--- config.mk ---
export PLATFORM = sky130hd
export DESIGN_NAME = dac_serializer
export DESIGN_NICKNAME = d
export VERILOG_FILES = /design/src/rtl/dac_pkg.sv /design/src/rtl/dac_shift_lane.sv /design/src/rtl/dac_serializer.sv
export SDC_FILE = /design/constraint.sdc
export NUM_CORES = 1
export LEC_CHECK = 0
export ABC_AREA = 1
export CORE_AREA = 2 2 88 90
export CTS_CLUSTER_SIZE = 40
export DETAILED_ROUTE_END_ITERATION = 10
export DIE_AREA = 0 0 90 92
export PLACE_DENSITY = 0.81
export SYNTH_ARGS = -nofsm -noshare
export SYNTH_HDL_FRONTEND = slang
export SYNTH_HIERARCHICAL = 1
export SYNTH_SLANG_ARGS = --single-unit
--- constraint.sdc ---
create_clock -name clk -period 2.4 [get_ports clk]
set_input_delay 0.72 -clock clk [delete_from_list [all_inputs] [get_ports clk]]
set_output_delay 0.72 -clock clk [all_outputs]
set_load 0.02 [all_outputs]
--- src/rtl/dac_pkg.sv ---
// dac_pkg -- shared widths and state encoding for the dual DAC7611 serializer.
// Revision 1.0
`default_nettype none

package dac_pkg;

  localparam int SAMPLE_W = 12;
  localparam int DIV_W    = 8;
  localparam int BIT_W    = 4;

  typedef enum logic [1:0] {
    IDLE  = 2'd0,
    SHIFT = 2'd1,
    LOAD  = 2'd2
  } dac_state_t;

endpackage

`default_nettype wire

--- src/rtl/dac_shift_lane.sv ---
// dac_shift_lane -- 12-bit parallel-load, left-shift register with serial MSB output.
// Revision 1.0
`default_nettype none

module dac_shift_lane
  import dac_pkg::*;
(
  input  logic                clk,
  input  logic                rst_b,
  input  logic                load,
  input  logic                shift,
  input  logic [SAMPLE_W-1:0] din,
  output logic                msb
);

  logic [SAMPLE_W-1:0] sr;

  always_ff @(posedge clk or negedge rst_b) begin
    if (!rst_b) begin
      sr <= '0;
    end else if (load) begin
      sr <= din;
    end else if (shift) begin
      sr <= {sr[SAMPLE_W-2:0], 1'b0};
    end
  end

  assign msb = sr[SAMPLE_W-1];

endmodule

`default_nettype wire

--- src/rtl/dac_serializer.sv ---
// dac_serializer -- captures sample pairs and shifts them MSB-first into two DAC7611s.
// Revision 1.0
`default_nettype none

module dac_serializer
  import dac_pkg::*;
#(
  parameter int unsigned CLK_DIV = 1,
  parameter int unsigned LEB_LOW = 2
) (
  input  logic                clk,
  input  logic                rst_b,
  input  logic [SAMPLE_W-1:0] sample_a,
  input  logic [SAMPLE_W-1:0] sample_b,
  input  logic                sample_valid,
  input  logic                overrun_clr,
  output logic                dac_clk,
  output logic                dac_dat_a,
  output logic                dac_dat_b,
  output logic                dac_leb,
  output logic                busy,
  output logic                overrun
);

  localparam logic [DIV_W-1:0] DIV_LAST = DIV_W'(CLK_DIV - 1);
  localparam logic [DIV_W-1:0] LEB_LAST = DIV_W'(LEB_LOW - 1);
  localparam logic [BIT_W-1:0] BIT_TOP  = BIT_W'(SAMPLE_W - 1);

  dac_state_t          state, state_nx;
  logic [DIV_W-1:0]    cnt, cnt_nx;
  logic [BIT_W-1:0]    bit_cnt, bit_cnt_nx;
  logic                dac_clk_nx, dac_leb_nx, busy_nx, overrun_nx;
  logic                pend_full, pend_full_nx;
  logic [SAMPLE_W-1:0] pend_a, pend_a_nx, pend_b, pend_b_nx;
  logic                load, shift, use_pend, ovr_set;
  logic [SAMPLE_W-1:0] load_a, load_b;

  always_ff @(posedge clk or negedge rst_b) begin
    if (!rst_b) begin
      state     <= IDLE;
      cnt       <= '0;
      bit_cnt   <= '0;
      dac_clk   <= 1'b0;
      dac_leb   <= 1'b1;
      busy      <= 1'b0;
      overrun   <= 1'b0;
      pend_full <= 1'b0;
      pend_a    <= '0;
      pend_b    <= '0;
    end else begin
      state     <= state_nx;
      cnt       <= cnt_nx;
      bit_cnt   <= bit_cnt_nx;
      dac_clk   <= dac_clk_nx;
      dac_leb   <= dac_leb_nx;
      busy      <= busy_nx;
      overrun   <= overrun_nx;
      pend_full <= pend_full_nx;
      pend_a    <= pend_a_nx;
      pend_b    <= pend_b_nx;
    end
  end

  always_comb begin
    state_nx     = state;
    cnt_nx       = cnt;
    bit_cnt_nx   = bit_cnt;
    dac_clk_nx   = dac_clk;
    dac_leb_nx   = dac_leb;
    busy_nx      = busy;
    pend_full_nx = pend_full;
    pend_a_nx    = pend_a;
    pend_b_nx    = pend_b;
    load         = 1'b0;
    shift        = 1'b0;
    use_pend     = 1'b0;
    ovr_set      = 1'b0;

    case (state)
      IDLE: begin
        if (pend_full || sample_valid) begin
          load       = 1'b1;
          use_pend   = pend_full;
          state_nx   = SHIFT;
          cnt_nx     = '0;
          bit_cnt_nx = BIT_TOP;
          dac_clk_nx = 1'b0;
          busy_nx    = 1'b1;
        end
      end
      SHIFT: begin
        if (cnt == DIV_LAST) begin
          cnt_nx     = '0;
          dac_clk_nx = ~dac_clk;
          // Falling dac_clk: advance to the next bit, or close the frame after bit 0.
          if (dac_clk) begin
            if (bit_cnt == '0) begin
              state_nx   = LOAD;
              dac_leb_nx = 1'b0;
            end else begin
              bit_cnt_nx = bit_cnt - 1'b1;
              shift      = 1'b1;
            end
          end
        end else begin
          cnt_nx = cnt + 1'b1;
        end
      end
      LOAD: begin
        if (cnt == LEB_LAST) begin
          dac_leb_nx = 1'b1;
          cnt_nx     = '0;
          if (pend_full) begin
            load       = 1'b1;
            use_pend   = 1'b1;
            state_nx   = SHIFT;
            bit_cnt_nx = BIT_TOP;
          end else begin
            state_nx = IDLE;
            busy_nx  = 1'b0;
          end
        end else begin
          cnt_nx = cnt + 1'b1;
        end
      end
      default: begin
        state_nx = IDLE;
      end
    endcase

    // A strobe is buffered unless it starts a frame straight from an empty IDLE;
    // it only counts as an overrun when the buffered pair is not consumed this cycle.
    if (sample_valid) begin
      if (!(load && !use_pend)) begin
        pend_a_nx    = sample_a;
        pend_b_nx    = sample_b;
        pend_full_nx = 1'b1;
        ovr_set      = pend_full && !use_pend;
      end
    end else if (use_pend) begin
      pend_full_nx = 1'b0;
    end

    overrun_nx = ovr_set | (overrun & ~overrun_clr);
  end

  assign load_a = use_pend ? pend_a : sample_a;
  assign load_b = use_pend ? pend_b : sample_b;

  dac_shift_lane u_lane_a (
    .clk   (clk),
    .rst_b (rst_b),
    .load  (load),
    .shift (shift),
    .din   (load_a),
    .msb   (dac_dat_a)
  );

  dac_shift_lane u_lane_b (
    .clk   (clk),
    .rst_b (rst_b),
    .load  (load),
    .shift (shift),
    .din   (load_b),
    .msb   (dac_dat_b)
  );

endmodule

`default_nettype wire
Yosys cells after proc, flatten, opt, wreduce, memory -nomap -nowiden
Cells that the tools add are included.
{"block": "totals", "regBits": 67, "latchBits": 0, "mem_bits_rw": 0, "rom_bits": 0, "input_bits": 28, "output_inout_bits": 6, "wordCells": 103, "mem_count": 0}
{"block": "op_classes", "n_addsub": 2, "mul": 0, "div": 0, "order_cmp": 0, "n_eq_ne": 12, "shifts": 0, "mux": 51, "n_bitwise": 5, "n_reduce_logical": 21}
{"operator": "$mux W12", "count": 6}
{"operator": "$mux W4", "count": 6}
{"operator": "$mux W8", "count": 3}
{"operator": "$pmux W8 S3", "count": 1}
{"operator": "$mux W1", "count": 23}
{"operator": "$ne A2 B2 Y1 const B", "count": 9}
{"operator": "$pmux W4 S3", "count": 1}
{"operator": "$mux W2", "count": 5}
{"operator": "$pmux W1 S2", "count": 5}
{"operator": "$reduce_and A5 Y1", "count": 2}
{"operator": "$reduce_bool A2 Y1", "count": 5}
{"operator": "$add A8 B1 Y8 const B", "count": 1}
{"operator": "$eq A8 B1 Y1 const B", "count": 1}
{"operator": "$logic_not A8 Y1", "count": 1}
{"operator": "$reduce_and A7 Y1", "count": 1}
{"operator": "$pmux W2 S3", "count": 1}
{"operator": "$reduce_and A2 Y1", "count": 3}
{"operator": "$logic_not A4 Y1", "count": 1}
{"operator": "$reduce_and A4 Y1", "count": 1}
{"operator": "$sub A4 B1 Y4 const B", "count": 1}
{"operator": "$not A1 Y1", "count": 3}
{"operator": "$reduce_and A3 Y1", "count": 1}
{"operator": "$reduce_bool A3 Y1", "count": 1}
{"operator": "$eq A2 B1 Y1 const B", "count": 1}
{"operator": "other kinds (7)", "count": 8}

Longest topological paths before layout
{"block": "logic_depth", "ltp_word": 8, "mapped_depth": 12, "ltp_nobuf": 10}

By module
Netlist, hierarchy kept.
{"mod": "dac_serializer", "instances": 1, "cells_each": 321, "area_per_inst_um2": 2434.8, "seq_area_each_um2": 1077.3}
{"mod": "dac_shift_lane", "instances": 2, "cells_each": 65, "area_per_inst_um2": 549.3, "seq_area_each_um2": 300.3}

Worst setup path after synthesis
No wires, ideal clock.
{"block": "synth_timing", "path_type": "reg2reg", "startpoint": "register state[1]", "endpoint": "register u_lane_a.sr[9]", "setup_time_ns": 0.069, "t_arrival_ns": 1.719, "required_ns": 2.331, "path_slack_ns": 0.612, "stages_incl_launch_ff": 9, "n_path_buf": 2, "synth_period_minus_slack_ns": 1.788, "cell_sequence": "dfrtp_1 -> inv_1 -> ha_1 -> clkbuf_1 -> o21ai_0 -> nor2_1 -> buf_2 -> nand3_1 -> nand3_1"}
{"block": "synth_via", "word_cells_on_any_way": 9, "classes_between": "2 x eq/ne; 5 x mux; 2 x reduce/logical"}
{"element": "from (decl)", "line_no": "dac_serializer.sv:29", "text": "dac_state_t state, state_nx;"}
{"element": "from (signal assigned)", "line_no": "dac_serializer.sv:51", "text": "state <= state_nx;"}
{"element": "$eq A2 B1 Y1", "line_no": "dac_serializer.sv:79", "text": "case (state)"}
{"element": "$mux W1", "line_no": "dac_serializer.sv:79"}
{"element": "via shift", "line_no": "dac_serializer.sv:35", "text": "logic load, shift, use_pend, ovr_set;"}
{"element": "$reduce_bool A2 Y1 (no source line)"}
{"element": "to (signal assigned)", "line_no": "dac_shift_lane.sv:22", "text": "sr <= din;"}
{"element": "to (signal assigned)", "line_no": "dac_shift_lane.sv:24", "text": "sr <= {sr[SAMPLE_W-2:0], 1'b0};"}
{"element": "to (decl)", "line_no": "dac_shift_lane.sv:16", "text": "logic [SAMPLE_W-1:0] sr;"}
The timed path passes the listed nets, and every way through them passes these cells.
A chain may end at the register's enable or synchronous reset.

Final worst setup path
{"block": "layout_timing", "startpoint": "register dac_leb", "endpoint": "output dac_leb"}
{"element": "from (decl)", "line_no": "dac_serializer.sv:20", "text": "output logic dac_leb,"}
{"element": "from (signal assigned)", "line_no": "dac_serializer.sv:55", "text": "dac_leb <= dac_leb_nx;"}
No word-level cell between the ends.

==> impl_metrics.yaml <==
clock_network:
  h-tree-depth: 3
  clockRootBuffer: "clkbuf_8"
  clk_latency_ps: 350
  cts_hold_buf: 0
  clockBufferDepth: 2
  cts_buffers: 9
  cts_setup_buffers: 0
  cts-resized-gates: 0
  path_clk_slew_ps: 70
  numClockSinks: 67
  cts_tree: "yes"
floorplanning:
  initial_utilization_pct: 47.45
  rows: 32
  io_pins: 34
  die_x_um: 90
  dieHeight_um: 92
  coreArea_um2: 7447
  die_area_um2: 8280
critical_path:
  critPathMaxStageDelay_ps: 590
  path_cells: "clkdlybuf4s50_1"
  worstSetupStartpointType: "flop"
  path_class: "flop to primary output"
  cp_max_fo: 2
  crit_path_top_delay_cell: "clkdlybuf4s50_1"
  cp_top_family: "buffers and inverters"
  cp_data_arrival_time_ps: 1470
  cp_num_buf_inv: 1
  cp.required_ps: 1680
  cp-end-kind: "primary output"
synthesis:
  synth_cell_types: 27
  synth-warning-count: 6
  avgSynthCellArea_um2: 7.835
  netlist_instances: 451
  synth-seq-area-share_pct: 47.49
  synth_area_um2: 3533
  synth_fp_nets: 488
  ys_ff_latch: 67
placed_design:
  port-buffer-count: 33
  hpwl_mm: 4.710
  gp_congestion: 0.8335
drt:
  postRouteAntennaNets: 0
  drc: 0
  wl_met1_mm: 3.202
  drtIter0Drc: 176
  vias: 2952
  routed_wl_mm: 6.961
  vias_per_cell: 5.020
  route.met3.wl_um: 261
  post_drt_wl_per_cell_um: 11.84
  top_layer: "met4"
  drtPass1Iterations: 6
  wl_met2_mm: 3.410
sta:
  hold_viol: 0
  slew_viol_final: 0
  setup_violations: 0
  slew_headroom_pct: 69.96
  skew_ps: 10.43
  hold_ws_ps: 377.7
  fin_crit_ps: 2186
  tns_ps: 0
  rsz0062_at_grt: "no"
  fmaxAchievable_mhz: 457.4
  timing.final.crit_share_pct: 91.09
  tightestPinTransition_ps: 450.3
power:
  peakVddDrop_uv: 382.8
  power.leakage_nw: 1.968
  p_per_area_nw_per_um2: 652.5
finish:
  antenna_cells: 0
  final_nets: 518
  num-fill-cells: 683
  drive_gt1_share_pct: 9.259
  area_delta_synth_final_pct: 17.03
global_route:
  grt_pass1_vias: 2815
  grt_pass1_wl_mm: 12.10
  gr-total-overflow: 0
  antenna_found_initial: 0
  grt_util_all_layers_pct: 18.00
  grt_max_degree: 68
job:
  cap_violations: 0
outcome:
  status: "finished, final reports clean"
min_path:
  min_path_type: "input port to async pin"
[cell families (layout without fill, tap and decap cells)]
logic type,count (synthesis),after routing,synth area share [%]
adder cells (fa/ha/maj),9,9,3.187
AO/OA/AOI/OAI,68,68,10.16
XOR/XNOR,3,3,0.7438
buffers and inverters,69,104,9.561
AND/OR/NAND/NOR,235,235,28.86
flip-flops,67,67,47.49
[sequential cells by signal, summed over array words and instances, names as in the netlist]
signal and count:
pend_b 12, dac_leb 1, cnt 8, state 2, u_lane_b/sr 12, busy 1, overrun 1, u_lane_a/sr 12
dac_clk 1, pend_full 1, bit_cnt 4, pend_a 12
[worst paths after layout]
path                                startpoint                          to  slack (ps)  cells past startpoint
min                                      rst_b      bit_cnt[1]$_DFFE_PN0P_         380                      2
min in group clk           dac_leb$_DFFE_PN1P_         dac_leb$_DFFE_PN1P_         470                      2
min reg2reg                dac_leb$_DFFE_PN1P_         dac_leb$_DFFE_PN1P_         470                      2
max reg2reg                 cnt[0]$_DFFE_PN0P_  u_lane_a/sr[7]$_DFFE_PN0P_         450                      9
max                        dac_leb$_DFFE_PN1P_                     dac_leb         210                      1
max in group asynchronous                rst_b         dac_leb$_DFFE_PN1P_        1730                      2
[routing by layer]
layer,vias to the layer above,global-route usage (%)
li1,1505,-
met1,1387,22.04
met2,51,30.14
met3,9,5.670
met4,0,6.410
met5,-,0
[Yosys cell counts]
cell type / count / area, µm²
clkbuf_4: 1 / 7.510
nor2_2: 5 / 31.28
or2_2: 1 / 6.260
nand3_2: 1 / 10.01
nand3_1: 61 / 305.3
buf_8: 2 / 30.03
ha_1: 9 / 112.6
dfrtp_1: 66 / 1652
nand4_1: 8 / 50.05
buf_2: 6 / 30.03
inv_1: 43 / 161.4
xor2_1: 1 / 8.760
nor2_1: 13 / 48.80
xnor2_1: 2 / 17.52
a21oi_1: 11 / 55.05
nand2_4: 2 / 22.52
dfstp_2: 1 / 26.28
clkbuf_1: 5 / 18.77
o21ai_0: 47 / 235.2
inv_2: 4 / 15.01
nand2_2: 1 / 6.260
o21ai_1: 5 / 25.02
nand2_1: 141 / 529.3
buf_6: 4 / 45.04
nor3_1: 2 / 10.01
buf_4: 4 / 30.03
o21ai_2: 5 / 43.79
[final cells by class]
class | count | area [µm²] | share of cell area [%]
clock inverter | 5 | 61.31 | 1.483
timing repair buffer | 41 | 422.9 | 10.23
sequential | 67 | 1678 | 40.57
multi-input combinational | 315 | 1518 | 36.70
tap | 102 | 127.6 | 3.086
clock buffer | 11 | 151.4 | 3.661
inverter | 47 | 176.4 | 4.266
[layout by cell type, fill, tap and decap left out, types with 3 or more instances in the layout]
cell type / synthesis / routed
a21oi_1: 11 / 11
buf_12: 0 / 3
buf_4: 4 / 5
clkbuf_8: 0 / 11
clkdlybuf4s50_1: 0 / 32
clkinvlp_4: 0 / 3
dfrtp_1: 66 / 66
ha_1: 9 / 9
inv_1: 43 / 43
inv_2: 4 / 4
nand2_1: 141 / 141
nand3_1: 61 / 61
nand4_1: 8 / 8
nor2_1: 13 / 13
nor2_2: 5 / 5
o21ai_0: 47 / 47
o21ai_1: 5 / 5
o21ai_2: 5 / 5
[report_power, final]
part | total, mW | leakage (nW) | switching [mW] | internal [mW]
clock network | 0.963 | 0.0978 | 0.426 | 0.537
registers | 1.38 | 0.868 | 0.0942 | 1.28
logic | 0.359 | 1.00 | 0.191 | 0.167
[stage by stage]
step	cells	total power [mW]	setup slack, ps	instance area (µm²)	utilization, %
final	588	2.698	213.7	4135	55.53
after global routing	588	2.844	163.0	4135	55.53
after CTS	588	2.728	193.9	4135	55.53
after detailed placement	572	1.758	106.5	3923	52.67
after global placement	572	1.730	207.6	3923	52.67
after floorplan	451	1.577	612.2	3533	-
(Power assumes the default switching activity.)
